--- config.mk ---
export PLATFORM = sky130hd
export DESIGN_NAME = serial_adder_ctrl
export DESIGN_NICKNAME = d
export VERILOG_FILES = /design/src/rtl/serial_adder_ctrl_pkg.sv /design/src/rtl/full_adder_2bit.sv /design/src/rtl/serial_adder_ctrl.sv
export SDC_FILE = /design/constraint.sdc
export NUM_CORES = 1
export LEC_CHECK = 0
export ABC_AREA = 1
export ABC_CLOCK_PERIOD_IN_PS = 1800
export CAP_MARGIN = 20
export CORE_MARGIN = 8
export CORE_UTILIZATION = 49
export CTS_BUF_LIST = sky130_fd_sc_hd__clkbuf_16
export DETAILED_ROUTE_END_ITERATION = 16
export GPL_ROUTABILITY_DRIVEN = 0
export PLACE_DENSITY = 0.82
export SYNTH_ARGS = -nofsm -noshare
export SYNTH_HDL_FRONTEND = slang
export SYNTH_SLANG_ARGS = --single-unit
--- constraint.sdc ---
create_clock -name clk -period 1.8 [get_ports clk]
set_clock_uncertainty 0.2 [all_clocks]
set_input_delay 0.27 -clock clk [delete_from_list [all_inputs] [get_ports clk]]
set_output_delay 0.27 -clock clk [all_outputs]
set_load 0.01 [all_outputs]
--- src/rtl/serial_adder_ctrl_pkg.sv ---
// Shared definitions for the serial adder sequencer: state encoding,
// default operand width and digit-counter sizing.
package serial_adder_ctrl_pkg;

   localparam int DEF_WIDTH = 8;

   typedef enum logic {
      IDLE = 1'b0,
      RUN  = 1'b1
   } state_t;

   // Digit counter width: clog2(WIDTH/2), never narrower than one bit.
   function automatic int cnt_w(input int width);
      int n;
      n = width / 2;
      return (n <= 2) ? 1 : $clog2(n);
   endfunction

endpackage

--- src/rtl/full_adder_2bit.sv ---
// Existing 2-bit ripple adder: {c_out,s} = a + b + c_in.
module full_adder_2bit (
   input  logic [1:0] a,
   input  logic [1:0] b,
   input  logic       c_in,
   output logic [1:0] s,
   output logic       c_out
);

   assign {c_out, s} = {1'b0, a} + {1'b0, b} + {2'b00, c_in};

endmodule

--- src/rtl/serial_adder_ctrl.sv ---
// Serial WIDTH-bit adder built around full_adder_2bit, one 2-bit digit per clock.
// Define SERIAL_ADD_OVF_EN to compute the signed-overflow flag; otherwise ovf is 0.
module serial_adder_ctrl
   import serial_adder_ctrl_pkg::*;
#(
   parameter int WIDTH = DEF_WIDTH
) (
   input  logic             clk,
   input  logic             rst,
   input  logic             start,
   input  logic [WIDTH-1:0] op_a,
   input  logic [WIDTH-1:0] op_b,
   input  logic             c_in,
   output logic             busy,
   output logic             done,
   output logic [WIDTH-1:0] sum,
   output logic             c_out,
   output logic             ovf
);

   localparam int            N    = WIDTH / 2;
   localparam int            CW   = cnt_w(WIDTH);
   localparam logic [CW-1:0] LAST = CW'(N - 1);

   state_t           state;
   logic [WIDTH-1:0] a_sh, b_sh, sum_sh, sum_nx;
   logic             carry;
   logic [CW-1:0]    cnt;
   logic [1:0]       s;
   logic             co;

   full_adder_2bit u_fa (
      .a    (a_sh[1:0]),
      .b    (b_sh[1:0]),
      .c_in (carry),
      .s    (s),
      .c_out(co)
   );

   // New digit enters at the top; after N shifts sum_nx holds the full result.
   assign sum_nx = (sum_sh >> 2) | (WIDTH'(s) << (WIDTH - 2));

   always_ff @(posedge clk) begin
      if (rst) begin
         state  <= IDLE;
         busy   <= 1'b0;
         done   <= 1'b0;
         sum    <= '0;
         c_out  <= 1'b0;
         a_sh   <= '0;
         b_sh   <= '0;
         sum_sh <= '0;
         carry  <= 1'b0;
         cnt    <= '0;
`ifdef SERIAL_ADD_OVF_EN
         ovf    <= 1'b0;
`endif
      end else begin
         done <= 1'b0;
         if (state == IDLE) begin
            if (start) begin
               a_sh  <= op_a;
               b_sh  <= op_b;
               carry <= c_in;
               cnt   <= '0;
               busy  <= 1'b1;
               state <= RUN;
            end
         end else begin
            a_sh   <= a_sh >> 2;
            b_sh   <= b_sh >> 2;
            sum_sh <= sum_nx;
            carry  <= co;
            cnt    <= cnt + CW'(1);
            if (cnt == LAST) begin
               sum   <= sum_nx;
               c_out <= co;
`ifdef SERIAL_ADD_OVF_EN
               // a_sh/b_sh[1] are the operand MSBs on the last digit
               ovf   <= (a_sh[1] == b_sh[1]) && (s[1] != a_sh[1]);
`endif
               done  <= 1'b1;
               busy  <= 1'b0;
               state <= IDLE;
            end
         end
      end
   end

`ifndef SERIAL_ADD_OVF_EN
   assign ovf = 1'b0;
`endif

endmodule

==> impl_metrics.ini, run 1 <==
[sta]
clock.fmax_ghz = 0.588
final-max-slew-violation-count = 0
finalHoldViolations = 0
layout_min_cycle_time_ns = 1.70
setup_viol = 0
setup_ws_ns = 0.100
rsz0062_at_grt = no
final.setup.tns_ns = 0
final_min_period_over_clock_period = 0.944

[min_path]
worst_hold_path_type = flip-flop to flip-flop
whs_path_depth = 2
holdCritStartpoint = a_sh[7]$_SDFFE_PP0P_
min_delay_worst_endpoint = a_sh[7]$_SDFFE_PP0P_

[pwr]
pwr-share-seq = 0.434
post-layout-total-power_mw = 2.00
power.density_nw_per_um2 = 1010
intPower_mw = 1.58
standby_leakage_power_nw = 0.878
switchingPower_uw = 420
switching_share = 0.210
share_of_total_power_in_the_clock_network = 0.476
largest_voltage_drop_on_the_vdd_net_v = 0.000763
comb_power_share = 0.089

[place]
portBuffers = 30
hpwlAfterDp_um = 2220
dp_slack_ns = 0.0633
dp_cells = 254

[flow_run]
max_cap_violations = 0

[cts]
clockRootBuffer = clkbuf_16
tritoncts_num_sinks = 37
quantity_of_hold_fixing_buffers_added_after_cts = 0
tritoncts = built
htree_levels = 2
clk-insertion-delay-late_ns = 0.28
cts-root-to-sink-buffers = 2
clk_transition_reported_paths_ns = 0.05
cts-buffers-inserted = 5

[floorplanning]
num_rows = 20
floorplan.initialDensity = 0.504
die_width_um = 71.6
fp.dieArea_um2 = 5120
die_height_um = 71.6
ioPinCount = 32
coreArea_um2 = 3000

[synth]
synth.ff_latch_count = 37
avgSynthCellArea_um2 = 7.76
yosysWarningCount = 0
synth_cell_types = 19
syn-instance-count = 195
synth_area_um2 = 1510
seq_total_area_yosys = 0.490
syn_nets = 218

[setup_path]
worst_r2r_end = carry$_SDFFE_PP0P_
regToRegStartpoint = a_sh[0]$_SDFFE_PP0P_
crit_required_ns = 1.83
worst_setup_path_end_kind = flip-flop
crit_path_start_kind = flip-flop
r2r_slack_ns = 0.10
worstSetupPathType = flip-flop to flip-flop
critPathArrivalTime_ns = 1.73
critical_path.max_fanout = 2
r2r_cells = 8

[global_route]
grt_pass1_vias = 1237
antenna_found_initial = 0
overflow = 0
grt_first_pass_wirelength_um = 5150
largest_net_degree_at_the_start_of_global_routing = 17
grt_use_total = 0.129

[drt]
drt-pass1-iter-count = 4
drt_wl_total_um = 3050
routed_wire_length_per_instance_um = 11.7
drc = 0
vias_per_cell = 5.10
route.vias.total = 1332
drt_iter0_drc = 67
ant_nets = 0

[layout]
layout.nets = 251
syn2layout_area_growth_pct = 30.4
finalNonFillerCells = 261
nFillCells = 268
drive_above_1_share = 0.0702
n_antenna_cell = 0

[run_status]
status = finished clean
[critical path, cell delays in order (launching register included)]
cell and delay (ns):
dfxtp_1 0.33, inv_1 0.06, fa_2 0.39, fa_1 0.38
inv_1 0.07, nand2_1 0.05, nand3_1 0.08, nand2_1 0.05
inv_1 0.04
[how the worst max path moves through the flow]
stage | end | startpoint | slack [ns]
floorplan | sum_sh[7]$_SDFFE_PP0P_ | a_sh[0]$_SDFFE_PP0P_ | 0.13
global placement | sum[7]$_SDFFE_PP0P_ | a_sh[0]$_SDFFE_PP0P_ | 0.09
detailed placement | sum_sh[7]$_SDFFE_PP0P_ | a_sh[0]$_SDFFE_PP0P_ | 0.06
CTS | carry$_SDFFE_PP0P_ | a_sh[0]$_SDFFE_PP0P_ | 0.04
global route | carry$_SDFFE_PP0P_ | a_sh[0]$_SDFFE_PP0P_ | 0.02
finish | carry$_SDFFE_PP0P_ | a_sh[0]$_SDFFE_PP0P_ | 0.10
[layer usage]
| metal | up-vias | global-route usage | share of wire | wire length, um |
|---|---|---|---|---|
| li1 | 683 | - | - | - |
| met5 | - | 0 | 0 | 0 |
| met2 | 40 | 0.212 | 0.48 | 1460 |
| met3 | 8 | 0.0460 | 0.066 | 201 |
| met1 | 601 | 0.135 | 0.43 | 1310 |
| met4 | 0 | 0.0907 | 0.027 | 82 |
[sequential cells by signal (all words and copies together), names as in the netlist]
signal  cells
state       1
sum         8
sum_sh      6
cnt         2
b_sh        8
done        1
carry       1
a_sh        8
busy        1
c_out       1
[logic make-up after synthesis]
group	share of synthesized area
AO/OA/AOI/OAI	0.0777
flip-flops	0.490
AND/OR/NAND/NOR	0.270
adder cells (fa/ha/maj)	0.0347
buffers and inverters	0.126
other	0.00248
[layout make-up]
class	instances	area, um^2	share of cell area
multi-input cells	120	584	0.296
flip-flops and latches	37	741	0.375
repair buffers	35	338	0.171
clock inverters	2	35.0	0.0178
inverters	29	109	0.0552
well taps	33	41.3	0.0209
clock buffers	5	125	0.0634
[per-stage QoR]
step / hold slack, ns / instance area (um^2) / util
2_1_floorplan: 0.139 / 1510 / -
3_3_place_gp: 0.248 / 1810 / 0.603
3_5_place_dp: 0.254 / 1810 / 0.603
4_1_cts: 0.261 / 1970 / 0.656
5_1_grt: 0.292 / 1970 / 0.657
6_report: 0.260 / 1970 / 0.657
[cell usage after synthesis]
master    number  area (um^2)
a21oi_1        7         35.0
buf_2          2         10.0
buf_4          3         22.5
buf_6          3         33.8
buf_8          1         15.0
clkinv_1       1         3.75
conb_1         1         3.75
dfxtp_1       37          741
fa_1           2         40.0
ha_1           1         12.5
inv_1         27          101
inv_2          1         3.75
nand2_1       52          195
nand2_2        1         6.26
nand3_1       36          180
nor2_1         4         15.0
nor2_4         1         11.3
o21ai_0        9         45.0
o22ai_1        6         37.5
[power by group through the flow]
| stage | combinational, mW | clock, mW | sequential [mW] |
|---|---|---|---|
| floorplan | 0.120 | 0 | 0.880 |
| global placement | 0.173 | 0 | 0.884 |
| detailed placement | 0.178 | 0 | 0.885 |
| CTS | 0.179 | 0.973 | 0.868 |
| global route | 0.201 | 1.02 | 0.871 |
| finish | 0.178 | 0.952 | 0.868 |
[cell usage in the layout, fill, tap and decap left out]
master	Yosys	routed
o21ai_0	9	9
bufinv_16	0	1
conb_1	1	1
nand2_1	52	52
ha_1	1	1
nand2_2	1	1
nor2_4	1	1
inv_2	1	1
a21oi_1	7	7
inv_1	27	27
clkinv_1	1	1
fa_1	2	1
clkbuf_16	0	5
nor2_1	4	4
o22ai_1	6	6
buf_4	3	5
nand3_1	36	36
clkdlybuf4s50_1	0	30
dfxtp_1	37	37
clkinv_2	0	1
fa_2	0	1
[repair_timing]
action / 4_1_cts / 5_1_grt
endpoints found under the setup margin: 0 / 3
resized for setup: 0 / 1
buffers inserted: 0 / 0
No activity file was read; power rests on OpenSTA's default activity.
==> run 2: changes to the inputs <==
CORE_MARGIN = 3   (was 8)
==> run 2 against run 1 <==
Against the previous run: non-clock buffer count increased by 1; die area decreased by 26%; worst hold slack improved by 0.0078 ns; critical endpoint is now sum[7]$_SDFFE_PP0P_; clock power increased by 4.1%; wire length increased by 1.6%; setup slack got worse by 0.014 ns.
==> impl_metrics.ini, run 2 (same netlist as run 1, synthesis figures left out) <==
[layout]
drive_above_1_share = 0.0826
finalNonFillerCells = 261
layout_common_cells = nand2_1 (52), dfxtp_1 (37), nand3_1 (36)
largest_registers = a_sh x8, b_sh x8, sum x8
layout.nets = 252
syn2layout_area_growth_pct = 31.7
post-route-util = 0.698
layout.cells.most_common = nand2_1
n_antenna_cell = 0

[flow_run]
max_cap_violations = 0

[floorplanning]
die_height_um = 61.6
coreArea_um2 = 2850
die_width_um = 61.6
fp.dieArea_um2 = 3790
num_rows = 19
floorplan.initialDensity = 0.530
ioPinCount = 32

[global_route]
grt_pass1_vias = 1221
gr-max-usage-layer = met2
antenna_found_initial = 0
grt_use_total = 0.182
met3_usage = 0.0650
grt_first_pass_wirelength_um = 4970
grt_util_met1 = 0.194
global_route.usage.met2 = 0.320
largest_net_degree_at_the_start_of_global_routing = 17
overflow = 0

[sta]
final.setup.tns_ns = 0
clock.fmax_ghz = 0.583
final.hold.worst_slack_ns = 0.268
setup_viol = 0
final-max-slew-violation-count = 0
finalHoldViolations = 0
setup_ws_ns = 0.0860
final_min_period_over_clock_period = 0.952
rsz0062_at_grt = no
layout_min_cycle_time_ns = 1.71

[place]
dp_cells = 253
dp_slack_ns = 0.0512
hpwlAfterDp_um = 2110
portBuffers = 30

[cts]
cts-root-to-sink-buffers = 2
cts-buffers-inserted = 5
clk_transition_reported_paths_ns = 0.06
quantity_of_hold_fixing_buffers_added_after_cts = 0
post_cts_buffers = 0
tritoncts = built
htree_levels = 2
tritoncts_num_sinks = 37
clockRootBuffer = clkbuf_16
clk-insertion-delay-late_ns = 0.28

[setup_path]
crit_path_start_kind = flip-flop
slowest_delay_ns = 0.53
critPathSlowestCell = fa_2
timing.critical_path.mode_cell = fa_2
critPathArrivalTime_ns = 1.67
r2r_slack_ns = 0.09
worstSetupPathType = flip-flop to flip-flop
crit_chain = inv_1, fa_2, fa_2, o21ai_0
worst_setup_path_end_kind = flip-flop
critical_path.max_fanout = 2
crit_required_ns = 1.76

[drt]
drt_wl_total_um = 3100
drt_iter0_drc = 54
ant_nets = 0
routed_wire_length_per_instance_um = 11.9
drc = 0
drt-pass1-iter-count = 4
vias_per_cell = 5.17
route.vias.total = 1350

[pwr]
largest_voltage_drop_on_the_vdd_net_v = 0.000783
power.density_nw_per_um2 = 1020
standby_leakage_power_nw = 0.884

[min_path]
worst_hold_path_type = flip-flop to flip-flop

[run_status]
status = finished clean
-- run 2: cell types whose count changed in the layout (fill, tap and decap cells not counted) --
cell,delta
clkinvlp_4,+1
clkinv_4,+1
fa_2,+1
buf_4,+1
fa_1,-1
clkinv_2,-1
-- run 2: final timing paths --
path / to / startpoint / cells past startpoint
hold reg to reg: a_sh[7]$_SDFFE_PP0P_ / a_sh[7]$_SDFFE_PP0P_ / 2
setup / recovery: sum[7]$_SDFFE_PP0P_ / a_sh[0]$_SDFFE_PP0P_ / 4
hold / removal: a_sh[7]$_SDFFE_PP0P_ / a_sh[7]$_SDFFE_PP0P_ / 2
setup reg to reg: sum[7]$_SDFFE_PP0P_ / a_sh[0]$_SDFFE_PP0P_ / 4
-- run 2: cell type report --
type	instances	area, um^2
Tap cell	31	38.8
Clock inverter	3	46.3
Timing Repair Buffer	36	345
Inverter	29	109
Sequential cell	37	741
Multi-Input combinational cell	120	587
Clock buffer	5	125
Fill cell	241	861
-- run 2: worst max-delay path, delay by kind of cell (launching register included) --
family,cells,cell delay (ns)
adders and majority gates,2,0.91
DFF,1,0.33
AOI/OAI and AO/OA,1,0.08
buffers and inverters,1,0.06
-- run 2: power by group --
part / internal (mW) / switching, mW
Clock: 0.654 / 0.336
Sequential: 0.851 / 0.0168
Combinational: 0.0869 / 0.0949
-- run 2: layer usage --
layer  vias up  wire length [um]
met4         0                29
met3         4               240
met5         -                 0
met1       611              1260
met2        53              1570
li1        682                 -
-- run 2: repair_timing --
action | 4_1_cts | 5_1_grt
gates resized for setup | 0 | 2
setup endpoints to repair | 0 | 2
hold endpoints to repair | 0 | 0
-- run 2: stage by stage --
| stage | cell area [um^2] | power, mW |
|---|---|---|
| 5_1_grt | 1990 | 2.11 |
| 2_1_floorplan | 1510 | 1.00 |
| 3_3_place_gp | 1820 | 1.06 |
| 3_5_place_dp | 1820 | 1.07 |
| 4_1_cts | 1990 | 2.05 |
| 6_report | 1990 | 2.04 |
